### config.mk
export PLATFORM = sky130hd
export DESIGN_NAME = cpu_bus_mux
export DESIGN_NICKNAME = d
export VERILOG_FILES = /design/src/rtl/cpu_bus_mux.sv
export SDC_FILE = /design/constraint.sdc
export NUM_CORES = 1
export LEC_CHECK = 0
export ABC_AREA = 1
export CORE_MARGIN = 1
export CORE_UTILIZATION = 23
export DETAILED_ROUTE_END_ITERATION = 6
export PLACE_DENSITY = 0.83
export SLEW_MARGIN = 40
export SYNTH_ARGS = -nofsm -noshare
export SYNTH_HDL_FRONTEND = slang
export SYNTH_SLANG_ARGS = --single-unit
### constraint.sdc
create_clock -name clock -period 1.28 [get_ports clock]
set_input_delay 0.192 -clock clock [delete_from_list [all_inputs] [get_ports clock]]
set_output_delay 0.192 -clock clock [all_outputs]
set_load 0.03 [all_outputs]
### src/rtl/cpu_bus_mux.sv
// Single-master to N-slave read/ready mux for the PicoRV32 native bus.
// Optional stall watchdog: define CPU_BUS_MUX_TIMEOUT_EN (adds o_timeout).
module cpu_bus_mux #(
    parameter int N_SLAVES   = 2,
    parameter int ADDR_WIDTH = 32,
    parameter int DATA_WIDTH = 32,
    parameter logic [N_SLAVES*ADDR_WIDTH-1:0] SLAVE_BASE =
        {32'h0100_0000, 32'h0000_0000},
    parameter logic [N_SLAVES*ADDR_WIDTH-1:0] SLAVE_MASK =
        {32'hFFFF_F000, 32'hFFFF_0000},
    parameter logic [DATA_WIDTH-1:0] UNMAPPED_RDATA = '0
`ifdef CPU_BUS_MUX_TIMEOUT_EN
    ,
    parameter int TIMEOUT_CYCLES = 256
`endif
) (
    input  logic                           clock,
    input  logic                           reset,
    input  logic [ADDR_WIDTH-1:0]          i_la_addr,
    input  logic                           i_valid,
    output logic                           o_ready,
    output logic [DATA_WIDTH-1:0]          o_rdata,
    input  logic [N_SLAVES*DATA_WIDTH-1:0] i_slave_rdata,
    output logic [N_SLAVES-1:0]            o_slave_valid,
    input  logic [N_SLAVES-1:0]            i_slave_ready
`ifdef CPU_BUS_MUX_TIMEOUT_EN
    ,
    output logic                           o_timeout
`endif
);

    logic [N_SLAVES-1:0]   dec;
    logic                  dec_found;
    logic [N_SLAVES-1:0]   sel_q;
    logic [N_SLAVES-1:0]   sel_d;
    logic                  unmapped_q;
    logic                  unmapped_d;
    logic                  slv_ready;
    logic [DATA_WIDTH-1:0] slv_rdata;
    logic                  to_fire;

    // Priority decode: lowest index wins on overlap, so dec is one-hot or zero.
    always_comb begin
        dec       = '0;
        dec_found = 1'b0;
        for (int k = 0; k < N_SLAVES; k++) begin
            if (!dec_found &&
                ((i_la_addr & SLAVE_MASK[k*ADDR_WIDTH +: ADDR_WIDTH]) ==
                 SLAVE_BASE[k*ADDR_WIDTH +: ADDR_WIDTH])) begin
                dec[k]    = 1'b1;
                dec_found = 1'b1;
            end
        end
    end

    always_comb begin
        sel_d      = sel_q;
        unmapped_d = unmapped_q;
        if (!i_valid) begin
            sel_d      = dec;
            unmapped_d = (dec == '0);
        end
    end

    always_ff @(posedge clock) begin
        if (reset) begin
            sel_q      <= '0;
            unmapped_q <= 1'b0;
        end else begin
            sel_q      <= sel_d;
            unmapped_q <= unmapped_d;
        end
    end

    always_comb begin
        slv_ready = 1'b0;
        slv_rdata = '0;
        for (int k = 0; k < N_SLAVES; k++) begin
            if (sel_q[k]) begin
                slv_ready = slv_ready | i_slave_ready[k];
                slv_rdata = slv_rdata | i_slave_rdata[k*DATA_WIDTH +: DATA_WIDTH];
            end
        end
    end

`ifdef CPU_BUS_MUX_TIMEOUT_EN
    localparam int CNT_W = $clog2(TIMEOUT_CYCLES + 1);

    logic [CNT_W-1:0] cnt_q;
    logic [CNT_W-1:0] cnt_d;

    assign to_fire = i_valid & ~slv_ready & ~unmapped_q &
                     (cnt_q == CNT_W'(TIMEOUT_CYCLES - 1));

    always_comb begin
        cnt_d = cnt_q + CNT_W'(1);
        if (!i_valid || o_ready) begin
            cnt_d = '0;
        end
    end

    always_ff @(posedge clock) begin
        if (reset) begin
            cnt_q <= '0;
        end else begin
            cnt_q <= cnt_d;
        end
    end

    assign o_timeout = to_fire & ~reset;
`else
    assign to_fire = 1'b0;
`endif

    assign o_slave_valid = {N_SLAVES{i_valid & ~reset}} & sel_q;
    assign o_ready = ~reset & i_valid & (slv_ready | unmapped_q | to_fire);

    always_comb begin
        o_rdata = '0;
        if (!reset && i_valid) begin
            if (unmapped_q || to_fire) begin
                o_rdata = UNMAPPED_RDATA;
            end else begin
                o_rdata = slv_rdata;
            end
        end
    end

endmodule

==> impl_metrics.ini <==
[logic_synthesis]
yosys_warnings = 0
synthesis.nets = 261
syn_inst = 160
ys_seq_area_share_pct = 6.95
syn-mean-instance-area_um2 = 5.40
synth_cell_type_count = 17
ys_ff_latch = 3
synth_area_um2 = 865

[pwr]
switchingPower_mw = 0.188
intPower_mw = 0.609
p_leak_nw = 0.913
power_frac_seq_pct = 11.8
irDropWorstVdd_v = 0.000306
p_comb_share_pct = 53.2
power_mw = 0.797
switching_share_pct = 23.6
pwr-share-clk_pct = 35.0
power_density_nw_per_um2 = 300

[timing]
skew_ps = 0
slew_headroom_pct = 80.4
maxSlewViolCount = 0
rsz0062_at_grt = true
min_period_over_period_pct = 120
fin_ws_ps = -251
setup_violations = 32
tns_ps = -6820
min_period_ps = 1530
max_freq_mhz = 653
final_hold_viol_count = 0
tightestPinTransition_ps = 293

[route]
drt_iter0_drc = 56
drc = 0
wirelength_mm = 4.41
avgViaCountPerCell = 4.47
wl_per_cell_um = 12.8
vias = 1532
antenna_left = 0
drt-pass1-iter-count = 4

[finish]
post-route-util_pct = 76.5
drive_above_1_share_pct = 34.3
n_antenna_cell = 0
nFillCells = 244
fin_nets = 399
final_cells = 343
syn2layout_area_growth_pct = 207

[die]
start_util_pct = 24.9
core_um2 = 3470
rows = 21
die_x_um = 63.3
dieArea_um2 = 4010
die_h_um = 63.3
ios = 136

[critical_path]
crit_start = unmapped_q
critPathLaunchType = register
worstPathArrival_ps = 1340
crit_fanout = 5
r2r-start = sel_q[1]
end_kind = output pin
path_class = reg -> out
reg2regPathDepth = 6
crit_required_ps = 1090
reg2reg_slack_ps = 340

[place]
portBuffers = 123
place_ws_ps = -521
gp_congestion = 0.753
dp_cells = 333
dp_hpwl_mm = 3.31

[clock_network]
cts.clk_slew.worst_paths_ps = 30
clk_latency_ps = 220
cts_root_buf = clkbuf_8
htree_levels = 1
cts_buffers = 3
numClockSinks = 3
clockBufferDepth = 2
cts_hold_buf = 0
tritoncts = yes

[global_route]
grt_max_degree = 20
grt_pass1_wl_mm = 6.91
grt_antenna_before_repair = 0
grt_overflow = 0
grt_usage_pct = 21.5
grt_pass1_vias = 1533

[min_path]
hold_class = in -> reg
hold_start = i_valid
hold_depth = 4

[status]
violations = negative setup slack
outcome = finished with violations

[flow_run]
maxCapViolations = 0
through the flow:
stage | instance area [um^2] | hold slack, ps
finish | 2650 | 304
global route | 2650 | 317
CTS | 2640 | 300
detailed placement | 2380 | 554
global placement | 2380 | 543
floorplan | 1110 | 348
per-layer routing:
metal / vias to the layer above / track usage, % / wire length, um
met5: - / 0 / 0
met4: 0 / 4.55 / 46
met3: 4 / 4.71 / 364
met2: 79 / 43.3 / 2390
met1: 668 / 22.2 / 1610
li1: 781 / - / -
cell usage after synthesis:
| cell type | instances | area [um^2] |
|---|---|---|
| buf_6 | 1 | 11.3 |
| a21oi_2 | 30 | 263 |
| nor2_2 | 1 | 6.26 |
| a22o_1 | 1 | 8.76 |
| dfxtp_1 | 3 | 60.1 |
| inv_1 | 8 | 30.0 |
| nand2_1 | 75 | 282 |
| o21ai_0 | 2 | 10.0 |
| inv_2 | 1 | 3.75 |
| or2_1 | 1 | 6.26 |
| clkbuf_1 | 8 | 30.0 |
| a21oi_1 | 2 | 10.0 |
| nor3_1 | 1 | 5.00 |
| nand3_1 | 4 | 20.0 |
| buf_8 | 3 | 45.0 |
| nor2_1 | 18 | 67.6 |
| nand4_1 | 1 | 6.26 |
logic make-up after synthesis:
logic type / count (synthesis) / share of synthesized area [%]
flip-flops: 3 / 6.95
AND/OR/NAND/NOR: 101 / 45.4
AO/OA/AOI/OAI: 35 / 33.7
buffers and inverters: 21 / 13.9
layout make-up:
class	count	area, um^2	area share, %
clock buffers	4	45.0	1.70
flip-flops and latches	3	68.8	2.59
repair buffers	145	1520	57.3
well taps	46	57.6	2.17
multi-input cells	136	927	34.9
inverters	9	33.8	1.27
layout by cell type, fill, tap and decap left out, types with 2 or more instances in the layout:
cell / synthesis / final
buf_12: 0 / 4
buf_6: 1 / 34
buf_2: 0 / 2
inv_2: 1 / 2
buf_16: 0 / 2
a21oi_4: 0 / 30
nand3_1: 4 / 4
dlymetal6s2s_1: 0 / 2
nand2_1: 75 / 75
clkbuf_8: 0 / 3
nor2_1: 18 / 17
buf_4: 0 / 17
dfxtp_4: 0 / 2
inv_1: 8 / 7
clkdlybuf4s50_1: 0 / 84
a21oi_2: 30 / 2
sequential cells by signal (all words and copies together), names as in the netlist:
register and cells:
unmapped_q 1, sel_q 2
worst paths after layout:
check / to
worst max-delay path: o_rdata[7]
worst min-delay path: sel_q[1]
worst max register to register: sel_q[1]
worst min register to register: unmapped_q
critical path, cell delays in order (launching register included):
cell	delay, ps
dfxtp_2	310
or2_4	250
buf_12	150
buf_12	140
a21oi_4	130
buf_6	150
power by group through the flow:
stage / clock network, mW / registers (mW) / logic (mW)
3_5_place_dp: 0 / 0.0991 / 0.388
2_1_floorplan: 0 / 0.0989 / 0.0883
4_1_cts: 0.284 / 0.0960 / 0.425
5_1_grt: 0.292 / 0.0944 / 0.451
3_3_place_gp: 0 / 0.0989 / 0.384
6_report: 0.279 / 0.0941 / 0.423
timing repair:
item	CTS	global route
buffers inserted	5	0
endpoints found under the setup margin	35	35
pin swaps	4	3
gates resized for setup	51	4
cloned	2	0
Note: power is estimated with default switching activity, not from simulation.
